**src/rtl/dds_step_applier.sv**
```systemverilog
// DDS step applier: bounded frequency word, phase accumulator,
// comparator zero-crossing conditioning and phase capture.
module dds_step_applier #(
  parameter int unsigned          ACC_W     = 32,
  parameter logic [ACC_W-1:0]     STEP_INIT = ACC_W'(21475),
  parameter logic [ACC_W-1:0]     STEP_MIN  = ACC_W'(1),
  parameter logic [ACC_W-1:0]     STEP_MAX  = {2'b00, {(ACC_W-2){1'b1}}},
  parameter int unsigned          DEBOUNCE  = 4,
  parameter logic [15:0]          HOLDOFF   = 16'd1000,
  parameter logic [23:0]          TIMEOUT   = 24'd6000000
) (
  input  logic             i_clk_60m,
  input  logic             i_rst,
  input  logic             i_step_up_pulse,
  input  logic             i_step_down_pulse,
  input  logic             i_lock_en,
  input  logic             i_zc_in,
  output logic [ACC_W-1:0] o_addr_step,
  output logic [15:0]      o_dds_phase,
  output logic             o_phase_strobe,
  output logic [15:0]      o_phase_at_zc16,
  output logic             o_step_sat,
  output logic             o_zc_lost
);

  localparam logic [ACC_W-1:0] ONE     = ACC_W'(1);
  localparam logic [3:0]       DB_LAST = 4'(DEBOUNCE - 1);

  typedef enum logic {S_IDLE, S_HOLD} state_t;

  logic [ACC_W-1:0] r_acc;
  logic [ACC_W-1:0] r_step;
  logic             r_sat;
  logic             r_sync1;
  logic             r_sync2;
  logic             r_filt;
  logic             r_filt_d;
  logic [3:0]       r_db_cnt;
  state_t           r_state;
  state_t           w_state_nxt;
  logic [15:0]      r_hold;
  logic [15:0]      w_hold_nxt;
  logic             r_strobe;
  logic             w_strobe_nxt;
  logic [15:0]      r_phase;
  logic [15:0]      w_phase_nxt;
  logic [23:0]      r_to_cnt;
  logic             w_up;
  logic             w_dn;
  logic             w_rise;

  assign w_up   = i_lock_en & i_step_up_pulse & ~i_step_down_pulse;
  assign w_dn   = i_lock_en & i_step_down_pulse & ~i_step_up_pulse;
  assign w_rise = r_filt & ~r_filt_d;

  // Frequency word: apply single step requests inside the bounds
  always_ff @(posedge i_clk_60m) begin
    if (i_rst) begin
      r_step <= STEP_INIT;
      r_sat  <= 1'b0;
    end else begin
      r_sat <= 1'b0;
      if (w_up) begin
        if (r_step < STEP_MAX) r_step <= r_step + ONE;
        else                   r_sat  <= 1'b1;
      end else if (w_dn) begin
        if (r_step > STEP_MIN) r_step <= r_step - ONE;
        else                   r_sat  <= 1'b1;
      end
    end
  end

  // Phase accumulator, wraps naturally
  always_ff @(posedge i_clk_60m) begin
    if (i_rst) r_acc <= '0;
    else       r_acc <= r_acc + r_step;
  end

  // Synchronizer, debounce filter and edge-detect delay
  always_ff @(posedge i_clk_60m) begin
    if (i_rst) begin
      r_sync1  <= 1'b0;
      r_sync2  <= 1'b0;
      r_filt   <= 1'b0;
      r_filt_d <= 1'b0;
      r_db_cnt <= '0;
    end else begin
      r_sync1  <= i_zc_in;
      r_sync2  <= r_sync1;
      r_filt_d <= r_filt;
      if (r_sync2 == r_filt) begin
        r_db_cnt <= '0;
      end else if (r_db_cnt == DB_LAST) begin
        r_filt   <= ~r_filt;
        r_db_cnt <= '0;
      end else begin
        r_db_cnt <= r_db_cnt + 4'd1;
      end
    end
  end

  // Event FSM next state: accept rising edges outside holdoff
  always_comb begin
    w_state_nxt  = r_state;
    w_hold_nxt   = r_hold;
    w_strobe_nxt = 1'b0;
    w_phase_nxt  = r_phase;
    unique case (r_state)
      S_IDLE: begin
        if (w_rise) begin
          w_strobe_nxt = 1'b1;
          w_phase_nxt  = r_acc[ACC_W-1 -: 16];
          w_hold_nxt   = HOLDOFF - 16'd1;
          w_state_nxt  = S_HOLD;
        end
      end
      S_HOLD: begin
        if (r_hold == '0) w_state_nxt = S_IDLE;
        else              w_hold_nxt  = r_hold - 16'd1;
      end
      default: w_state_nxt = S_IDLE;
    endcase
  end

  // Event FSM registers and captured phase
  always_ff @(posedge i_clk_60m) begin
    if (i_rst) begin
      r_state  <= S_IDLE;
      r_hold   <= '0;
      r_strobe <= 1'b0;
      r_phase  <= '0;
    end else begin
      r_state  <= w_state_nxt;
      r_hold   <= w_hold_nxt;
      r_strobe <= w_strobe_nxt;
      r_phase  <= w_phase_nxt;
    end
  end

  // Loss-of-signal timer, cleared by each accepted event
  always_ff @(posedge i_clk_60m) begin
    if (i_rst)                r_to_cnt <= '0;
    else if (w_strobe_nxt)    r_to_cnt <= '0;
    else if (r_to_cnt != TIMEOUT) r_to_cnt <= r_to_cnt + 24'd1;
  end

  assign o_addr_step     = r_step;
  assign o_dds_phase     = r_acc[ACC_W-1 -: 16];
  assign o_phase_strobe  = r_strobe;
  assign o_phase_at_zc16 = r_phase;
  assign o_step_sat      = r_sat;
  assign o_zc_lost       = (r_to_cnt == TIMEOUT);

endmodule
```
**config.mk**
```make
export PLATFORM = sky130hd
export DESIGN_NAME = dds_step_applier
export DESIGN_NICKNAME = d
export VERILOG_FILES = /design/src/rtl/dds_step_applier.sv
export SDC_FILE = /design/constraint.sdc
export NUM_CORES = 1
export LEC_CHECK = 0
export ABC_CLOCK_PERIOD_IN_PS = 3400
export BUFFER_PORTS_ARGS = -buffer_cell sky130_fd_sc_hd__buf_2
export CAP_MARGIN = 40
export CORE_MARGIN = 1.5
export CORE_UTILIZATION = 60
export CTS_CLUSTER_DIAMETER = 50
export DETAILED_ROUTE_END_ITERATION = 8
export GPL_TIMING_DRIVEN = 0
export PLACE_DENSITY = 0.85
export SETUP_SLACK_MARGIN = 0.05
export SLEW_MARGIN = 10
export SYNTH_ARGS = -nofsm -noshare
export SYNTH_HDL_FRONTEND = slang
export SYNTH_SLANG_ARGS = --single-unit
export TNS_END_PERCENT = 10
```
**constraint.sdc**
```tcl
create_clock -name i_clk_60m -period 3.4 [get_ports i_clk_60m]
set_clock_uncertainty 0.15 [all_clocks]
set_input_delay 0.34 -clock i_clk_60m [delete_from_list [all_inputs] [get_ports i_clk_60m]]
set_output_delay 0.34 -clock i_clk_60m [all_outputs]
set_load 0.02 [all_outputs]
```
# Word-level counts from Yosys, hierarchy flattened
# Index checks and enable logic that the tools add are counted.
# W data, S select, Z words.
dict set report classes {
  add_sub_neg 6
  magnitude_cmp 2
  eq_ne 7
  n_mux 15
  n_bitwise 11
  n_reduce_logical 9
}
# op count
set op_table {}
lappend op_table {{$mux W32} 4}
lappend op_table {{$add A32 B1 Y32 const B} 1}
lappend op_table {{$add A32 B32 Y32} 1}
lappend op_table {{$gt A32 B1 Y1 const B} 1}
lappend op_table {{$lt A32 B30 Y1 const B} 1}
lappend op_table {{$mux W16} 2}
lappend op_table {{$pmux W16 S2} 1}
lappend op_table {{$sub A32 B1 Y32 const B} 1}
lappend op_table {{$add A24 B1 Y24 const B} 1}
lappend op_table {{$eq A24 B23 Y1 const B} 1}
lappend op_table {{$ne A24 B23 Y1 const B} 1}
lappend op_table {{$logic_not A16 Y1} 1}
lappend op_table {{$sub A16 B1 Y16 const B} 1}
lappend op_table {{$mux W1} 7}
lappend op_table {{$not A1 Y1} 6}
lappend op_table {{$reduce_and A2 Y1} 3}
lappend op_table {{$and A1 B1 Y1} 5}
lappend op_table {{$add A4 B1 Y4 const B} 1}
lappend op_table {{$eq A4 B2 Y1 const B} 1}
lappend op_table {{$ne A2 B2 Y1 const B} 2}
lappend op_table {{$reduce_bool A2 Y1} 2}
lappend op_table {{$reduce_and A3 Y1} 1}
lappend op_table {{$reduce_or A3 Y1} 1}
lappend op_table {{$ne A2 B1 Y1 const B} 1}
lappend op_table {{other kinds (3)} 3}
dict set report totals {
  reg_bits 131
  input_bits 6
  out_inout_bits 67
  word_cells 63
}

# Longest topological paths before layout
# Gate-level depths: netlist of run 1.
dict set report depth {
  ltp_word 5
  ltp_mapped 10
  depth_no_buf 9
}

# Least setup slack after synthesis of run 1
# OpenSTA, ideal clock, no wires.
dict set report synth_timing {
  path_type {register -> register}
  start {register r_step[0], in the netlist o_addr_step[0]}
  end {register r_acc[24]}
  setup_ns 0.121
  arrival_ns 2.698
  t_required_ns 3.129
  setup_slack_ns 0.431
  stages_incl_launch_ff 10
  n_path_buf 0
  synth_period_minus_slack_ns 2.969
  path_cell_list {dfxtp_1 > ha_1 > fa_1 > a211o_1 > a211oi_1 > nor3_1 > o21ai_0 > nand2_1 > a21boi_0 > mux2_2}
}
dict set report synth_via {
  elab_chain_cells 1
}
# element line
set synth_lines {}
lappend synth_lines {{start, declared} 32} ;# logic [ACC_W-1:0] r_step;
lappend synth_lines {{start signal, assigned} 64} ;# if (r_step < STEP_MAX) r_step <= r_step + ONE;
lappend synth_lines {{start signal, assigned} 67} ;# if (r_step > STEP_MIN) r_step <= r_step - ONE;
lappend synth_lines {{$add A32 B32 Y32} 76} ;# else r_acc <= r_acc + r_step;
lappend synth_lines {{end signal, assigned} 76}
lappend synth_lines {{end, declared} 31} ;# logic [ACC_W-1:0] r_acc;
# Every way passes these cells.
# A chain may end at the register's enable or synchronous reset.

# Worst setup path after layout of run 1
dict set report layout_timing {
  start {register r_step[4], in the netlist o_addr_step[4]}
  end {register r_acc[31]}
}
# Same word-level chain as after synthesis.

==> results of run 1 <==
## timing repair
| item | 4_1_cts | 5_1_grt |
|---|---|---|
| endpoints found under the setup margin | 2 | 5 |
| hold buffers | 1 | 0 |
| resized for setup | 2 | 4 |
| hold endpoints to repair | 1 | 0 |
## logic make-up (layout without fill, tap and decap cells)
group,count (synthesis),in the layout,share of synthesized area
adder cells (fa/ha/maj),40,40,0.0669
multiplexers,13,13,0.0188
buffers and inverters,78,183,0.0562
AND/OR/NAND/NOR,411,411,0.269
XOR/XNOR,71,71,0.0819
AO/OA/AOI/OAI,186,186,0.162
flip-flops,131,131,0.345
## state kept, by name, indices dropped and copies added (netlist names)
register and flops:
o_step_sat 1, r_hold 16, r_sync2 1, r_db_cnt 4, r_to_cnt 24, r_filt_d 1
o_addr_step 32, r_filt 1, r_state 1, r_acc 32, r_sync1 1, o_phase_at_zc16 16
o_phase_strobe 1
## synth_stat cells (26+ instances only)
cell,number,area [µm²]
dfxtp_1,131,2620
nor2_1,109,409
nand2_1,97,364
a21oi_1,52,260
nand3_1,48,240
xor2_1,45,394
ha_1,39,488
nor3_1,33,165
o21ai_0,33,165
nand4_1,30,188
a21o_1,26,195
xnor2_1,26,228
## routing by layer
metal,up-vias,track usage,wire length [µm]
li1,3498,-,-
met1,3324,0.376,8390
met2,249,0.503,9240
met3,45,0.0816,1310
met4,0,0.111,400
met5,-,0,0
## layout by cell type (no fill, tap or decap), types with 5 or more instances in the layout
cell,netlist,final
buf_2,7,79
ha_1,39,39
clkbuf_16,0,17
a21o_1,26,26
or3_1,14,14
inv_1,21,21
o21bai_1,7,7
and3_1,5,5
o21a_1,5,5
nand2b_1,8,8
o211ai_1,9,9
clkbuf_1,25,25
buf_4,16,16
buf_6,5,5
nand2_1,97,97
nor2b_1,18,18
nand3_1,48,48
o31ai_1,7,7
dfxtp_1,131,131
xnor2_1,26,26
a21oi_1,52,52
xor2_1,45,45
nor2_1,109,109
nand4_1,30,30
or4_1,9,9
and2_1,12,12
nor4_1,8,8
mux2_2,9,9
nor3_1,33,33
o21ai_0,33,31
a211oi_1,11,9
## power breakdown
part / leakage (nW) / internal, W / total [W] / switching, W
clock: 0.295 / 0.00113 / 0.00185 / 0.000726
sequential: 1.06 / 0.00160 / 0.00164 / 0.0000366
combinational: 2.39 / 0.000237 / 0.000591 / 0.000354
## layout make-up
type                       instances  area (µm²)  share of cell area
inverter                          21        78.8             0.00896
tap                              168         210              0.0239
buffer                            57         348              0.0396
clock inverter                    13         148              0.0168
multi-input combinational        721        4560               0.519
clock buffer                      19         453              0.0515
timing repair buffer              73         370              0.0421
sequential                       131        2620               0.298
## worst paths after layout
| kind | endpoint | slack, ns |
|---|---|---|
| setup / recovery | r_acc[31]$_SDFF_PP0_ | 0.18 |
| hold / removal | o_addr_step[21]$_SDFFE_PP0P_ | 0.12 |
| setup reg to reg | r_acc[31]$_SDFF_PP0_ | 0.18 |
| hold reg to reg | r_db_cnt[0]$_SDFF_PP0_ | 0.30 |
## stage by stage
| step | cell area [µm²] | power, W |
|---|---|---|
| after detailed placement | 8160 | 0.00225 |
| final | 8790 | 0.00409 |
| after CTS | 8780 | 0.00409 |
| after global placement | 8160 | 0.00223 |
| after floorplan | 7590 | 0.00212 |
| after global routing | 8790 | 0.00425 |
## critical path: stages, from the launching register on
cell      delay, ns
dfxtp_1        0.49
ha_1           0.33
and2_1         0.17
a221oi_1       0.33
a21oi_1        0.22
o21ai_1        0.42
a21boi_0       0.26
a211oi_1       0.35
mux2_2         0.38
==> impl_metrics.ini, run 1 <==
[die]
start_util = 0.624
io_pins = 73
die_area_mm2 = 0.0133
die_h_um = 116
fp.coreArea_mm2 = 0.0122
die_x_um = 116
rows = 40

[cells_and_area]
drive_gt1_frac = 0.152
post-route-util = 0.723
fin_nets = 1068
final.fill_count = 981
antennaDiodeCount = 0
area_delta_synth_final_pct = 15.8
fin_cells = 1203

[timing]
slew_headroom = 0.506
holdWs_ns = 0.117
fin_crit_sh = 0.946
rsz0062_at_grt = false
clock.fmax_mhz = 311
finalSetupTns_ns = 0
hold_viol = 0
tightest_slew_ns = 0.742
min_period_ns = 3.22
slew_violations = 0
setup_viol = 0
finalWorstSetupSlack_ns = 0.183

[critical_path]
worst_r2r_path_depth = 8
worstPathRequired_ns = 3.56
worstSetupPathType = reg2reg
cp_max_fo = 8
crit_start = o_addr_step[4]$_SDFFE_PP0P_
setup.worst_path.start_class = flip-flop
cp_data_arrival_time_ns = 3.38
r2r_start = o_addr_step[4]$_SDFFE_PP0P_
cp-end-kind = flip-flop

[clock_network]
cts-buffers-inserted = 17
clock_path_buffers = 2
cts_root_buf = clkbuf_16
worstSkewPairLatency_ns = 0.43
htree_num_levels = 4
cts_sinks = 131
post_cts_buffers = 0
cts_tree = yes
clk_pin_slew_ns = 0.06

[hold_path]
worstHoldPathCells = 3
hold_path_class = in2reg
hold_path.startpoint = i_rst

[synthesis]
synth_edf_count = 0
synth_area_per_cell_um2 = 8.17
synthCells = 930
yosys.cell_types.count = 69
async_reset_ff_frac = 0
ys_ff_latch = 131
synthesis.nets = 976
netlist_area_mm2 = 0.00759
seq_area_frac_synth = 0.345
yosys_warnings = 0
synth_ff_type = dfxtp_1

[global_routing]
grt_use_total = 0.302
grt_overflow_total = 0
antenna_found_initial = 0
grt_pass1_vias = 6572
grt_pass1_wl_um = 31600
grt_max_degree = 17

[flow_run]
maxCapViolCount = 0

[detailed_routing]
first_pass_iters = 6
final_antenna_net_count = 0
initialDrtViolationCount = 818
wl_per_cell_um = 16.1
routed_wl_um = 19300
remaining_drc_errors = 0
vias = 7116
viasPerCell = 5.92

[place]
preCtsSetupSlack_ns = -0.111
dp.cells = 1170
io_buffers = 72
hpwl_um = 13600
gp_congestion = 0.905

[power]
power_density_mw_per_mm2 = 465
worst_ir_drop_vdd_mv = 0.445
p_leak_nw = 3.74

[run_status]
status = completed
Note: power is estimated with default switching activity, not from simulation.
==> inputs of run 2 (changes only) <==
Settings changed: ABC_CLOCK_PERIOD_IN_PS 3400 to 3550.
Clock period 3.4 ns to 3.55 ns, I/O delays scaled along.
==> impl_metrics.ini, run 2 (same netlist as run 1, synthesis figures left out) <==
[power]
worst_ir_drop_vdd_mv = 0.411
power_density_mw_per_mm2 = 446
power_w = 0.00391
p_leak_nw = 3.73

[die]
rows = 40
fp.coreArea_mm2 = 0.0122
die_area_mm2 = 0.0133
start_util = 0.624
io_pins = 73
die_x_um = 116
die_h_um = 116

[timing]
hold_viol = 0
rsz0062_at_grt = false
fin_crit_sh = 0.939
clock.fmax_mhz = 300
setup_viol = 0
holdWs_ns = 0.0117
slew_violations = 0
slew_headroom = 0.490
min_period_ns = 3.33
finalSetupTns_ns = 0
tightest_slew_ns = 0.765
finalWorstSetupSlack_ns = 0.217

[critical_path]
worst_r2r_path_depth = 9
r2r_start = o_addr_step[0]$_SDFFE_PP1P_
worstSetupPathType = reg2reg
worstPathRequired_ns = 3.71
timing.rr.end = r_acc[24]$_SDFF_PP0_
setup.worst_path.start_class = flip-flop
cp-end-kind = flip-flop
r2r_slack_ns = 0.22
cp_data_arrival_time_ns = 3.49
cp_max_fo = 8

[cells_and_area]
fin_cells = 1202
final_common_cell = dfxtp_1
drive_gt1_frac = 0.149
area_delta_synth_final_pct = 15.5
layout_common_cells = dfxtp_1, nor2_1, nand2_1
fin_nets = 1067
antennaDiodeCount = 0

[clock_network]
clock_path_buffers = 2
cts_tree = yes
cts-buffers-inserted = 17
post_cts_buffers = 0
cts_sinks = 131
htree_num_levels = 4
postCtsHoldBufs = 0
clk_pin_slew_ns = 0.06
cts_root_buf = clkbuf_16
worstSkewPairLatency_ns = 0.43

[detailed_routing]
wl_per_cell_um = 16.1
remaining_drc_errors = 0
first_pass_iters = 5
viasPerCell = 5.94
vias = 7141
initialDrtViolationCount = 741
routed_wl_um = 19400
final_antenna_net_count = 0

[place]
gp_congestion = 0.905
hpwl_um = 13600
preCtsSetupSlack_ns = 0.0391
io_buffers = 72
dp.cells = 1170

[hold_path]
worstHoldPathCells = 2
hold_path.startpoint = i_zc_in
min_to = r_sync1$_SDFF_PP0_
hold_path_class = in2reg

[run_status]
status = completed

[global_routing]
grt_max_degree = 17
grt_pass1_wl_um = 31600
antenna_found_initial = 0
grt_overflow_total = 0
grt_pass1_vias = 6563
grt_use_total = 0.302

[flow_run]
maxCapViolCount = 0
[run 2: changes by cell type in the layout (fill, tap and decap cells not counted)]
cell | previous run | this run
a211oi_1 | 9 | 11
a211oi_2 | 2 | 0
a221oi_1 | 3 | 4
a221oi_2 | 1 | 0
dlygate4sd3_1 | 1 | 0
[run 2: area by class of cell]
class	instances	area (µm²)
Multi-Input combinational cell	721	4550
Inverter	21	78.8
Timing Repair Buffer	72	360
Tap cell	168	210
Clock buffer	19	453
Fill cell	988	3390
Clock inverter	13	148
Buffer	57	348
Sequential cell	131	2620
[run 2: critical path, stage by stage, from the launching register on]
cell      delay, ns
dfxtp_1        0.41
ha_1           0.27
fa_1           0.42
a211o_1        0.36
a211oi_1       0.38
nor3_1         0.20
o21ai_2        0.27
nand2_1        0.13
a21boi_0       0.27
mux2_2         0.36
[run 2: worst max path at each step]
| stage | startpoint | endpoint | slack [ns] | cells after the start |
|---|---|---|---|---|
| after CTS | o_addr_step[0]$_SDFFE_PP1P_ | r_acc[24]$_SDFF_PP0_ | 0.16 | 9 |
| after floorplan | o_addr_step[0]$_SDFFE_PP1P_ | r_acc[24]$_SDFF_PP0_ | 0.58 | 9 |
| after global routing | o_addr_step[0]$_SDFFE_PP1P_ | r_acc[24]$_SDFF_PP0_ | 0.06 | 9 |
| final | o_addr_step[0]$_SDFFE_PP1P_ | r_acc[24]$_SDFF_PP0_ | 0.22 | 9 |
| after global placement | o_addr_step[0]$_SDFFE_PP1P_ | r_acc[24]$_SDFF_PP0_ | 0.09 | 9 |
| after detailed placement | o_addr_step[0]$_SDFFE_PP1P_ | r_acc[24]$_SDFF_PP0_ | 0.04 | 9 |
[run 2: what timing repair did]
| action | in CTS | in global routing |
|---|---|---|
| setup endpoints to repair | 1 | 3 |
| resized for setup | 1 | 2 |
| cloned | 0 | 0 |
[run 2: power breakdown]
group | internal, W | switching, W
Sequential | 0.00154 | 0.0000354
Combinational | 0.000225 | 0.000337
Clock | 0.00108 | 0.000693
[run 2: layer usage]
layer | global-route usage | share of wire | up-vias
met1 | 0.376 | 0.44 | 3358
met5 | 0 | 0 | -
li1 | - | - | 3492
met2 | 0.502 | 0.48 | 250
met3 | 0.0816 | 0.067 | 41
met4 | 0.111 | 0.019 | 0
[run 2: metrics by stage]
stage | util | cell area, µm²
global placement | 0.671 | 8160
CTS | 0.721 | 8760
detailed placement | 0.671 | 8160
finish | 0.721 | 8770
floorplan | - | 7590
global route | 0.721 | 8770
==> inputs of run 3 (changes only) <==
Settings changed: CORE_UTILIZATION 60 to 54, CTS_CLUSTER_SIZE set to 30, PLACE_DENSITY 0.85 to 0.78.
==> impl_metrics.ini, run 3 (same netlist as run 1, synthesis figures left out) <==
[run_status]
status = completed

[cells_and_area]
fin_nets = 1067
drive_gt1_frac = 0.148
antennaDiodeCount = 0
area_delta_synth_final_pct = 15.3
layout_common_cells = dfxtp_1, nor2_1, nand2_1
final_common_cell = dfxtp_1
post-route-util = 0.633

[detailed_routing]
viasPerCell = 5.80
first_pass_iters = 5
remaining_drc_errors = 0
routed_wl_um = 19400
vias = 7042
initialDrtViolationCount = 595
final_antenna_net_count = 0
wl_per_cell_um = 15.9

[critical_path]
cp-end-kind = flip-flop
worst_r2r_path_depth = 9
worstSetupPathType = reg2reg
cp_slowest_cell = fa_1
cp_max_fo = 8
setup.worst_path.start_class = flip-flop
crit_start = o_addr_step[0]$_SDFFE_PP1P_
crit_chain = ha_1 > fa_1 > a211o_1 > a211oi_1 > nor3_1 > o21ai_1 > nand2_1 > a21boi_0 > mux2_2
cpPeakStageDelay_ns = 0.44
endpoint = r_acc[24]$_SDFF_PP0_
r2r_slack_ns = 0.15
cp_data_arrival_time_ns = 3.57
r2r_start = o_addr_step[0]$_SDFFE_PP1P_
worstPathRequired_ns = 3.72
timing.rr.end = r_acc[24]$_SDFF_PP0_

[timing]
slew_violations = 0
fin_crit_sh = 0.959
rsz0062_at_grt = true
slew_headroom = 0.523
clock.fmax_mhz = 294
tightest_slew_ns = 0.715
setup_viol = 0
finalSetupTns_ns = 0
hold_viol = 0
min_period_ns = 3.40

[power]
power_w = 0.00385
p_leak_nw = 3.71
power_density_mw_per_mm2 = 439
worst_ir_drop_vdd_mv = 0.345

[die]
fp.coreArea_mm2 = 0.0138
rows = 43
die_x_um = 122
die_h_um = 122
start_util = 0.549
die_area_mm2 = 0.0148
io_pins = 73

[clock_network]
htree_num_levels = 4
cts-buffers-inserted = 17
clock_path_buffers = 2
cts_root_buf = clkbuf_16
cts_tree = yes
cts_sinks = 131
worstSkewPairLatency_ns = 0.43
postCtsHoldBufs = 0
clk_pin_slew_ns = 0.06
post_cts_buffers = 0

[global_routing]
antenna_found_initial = 0
grt_overflow_total = 0
grt_max_degree = 17
grt_pass1_vias = 6601
grt_use_total = 0.269
grt_pass1_wl_um = 31500

[hold_path]
hold_path_class = in2reg

[flow_run]
maxCapViolCount = 0

[place]
io_buffers = 72
hpwl_um = 13800
gp_congestion = 0.918
## run 3: cell type report
class                      instances  area (µm²)
buffer                            57         348
clock buffer                      19         453
clock inverter                    13         126
fill                            1178        5070
inverter                          21        78.8
multi-input combinational        721        4540
sequential                       131        2620
tap                              180         225
timing repair buffer              72         360
## run 3: worst max-delay path: cells and delay by family, from the launching register on
kind,cells,cell delay [ns]
adders and majority gates,2,0.72
and+or+nand+nor,2,0.32
AOI/OAI and AO/OA,4,1.33
DFF,1,0.40
muxes,1,0.37
## run 3: through the flow
stage          std cells  worst slack, ns  instance area [µm²]  hold WS [ns]
4_1_cts             1214            0.138                 8760        0.0152
3_5_place_dp        1182           0.0228                 8180         0.280
2_1_floorplan        930            0.581                 7590         0.264
5_1_grt             1214           0.0319                 8760       0.00903
3_3_place_gp        1182           0.0543                 8180         0.278
6_report            1214            0.146                 8760        0.0177
## run 3: worst min path at each step
| stage | startpoint | endpoint | slack (ns) | depth (start not counted) |
|---|---|---|---|---|
| 6_report | i_zc_in | r_sync1$_SDFF_PP0_ | 0.02 | 2 |
| 5_1_grt | i_zc_in | r_sync1$_SDFF_PP0_ | 0.009 | 2 |
| 4_1_cts | i_zc_in | r_sync1$_SDFF_PP0_ | 0.02 | 2 |
| 3_5_place_dp | r_sync1$_SDFF_PP0_ | r_sync2$_SDFF_PP0_ | 0.28 | 1 |
| 3_3_place_gp | r_sync1$_SDFF_PP0_ | r_sync2$_SDFF_PP0_ | 0.28 | 1 |
| 2_1_floorplan | r_sync1$_SDFF_PP0_ | r_sync2$_SDFF_PP0_ | 0.26 | 1 |
## run 3: per-layer routing
layer | global-route usage | vias to the layer above | wire, µm
met3 | 0.0473 | 40 | 1030
met4 | 0.113 | 0 | 469
li1 | - | 3483 | -
met5 | 0 | - | 0
met1 | 0.335 | 3287 | 8620
met2 | 0.461 | 232 | 9240
## run 3: timing repair
| action | CTS | global route |
|---|---|---|
| endpoints found under the setup margin | 1 | 2 |
| resized for setup | 1 | 1 |
| endpoints found under the hold margin | 0 | 0 |
## run 3: power breakdown
group          switching, W  total [W]  internal, W
sequential        0.0000334    0.00157      0.00154
clock              0.000704    0.00171      0.00101
combinational      0.000339   0.000564     0.000225
total               0.00108    0.00385      0.00277
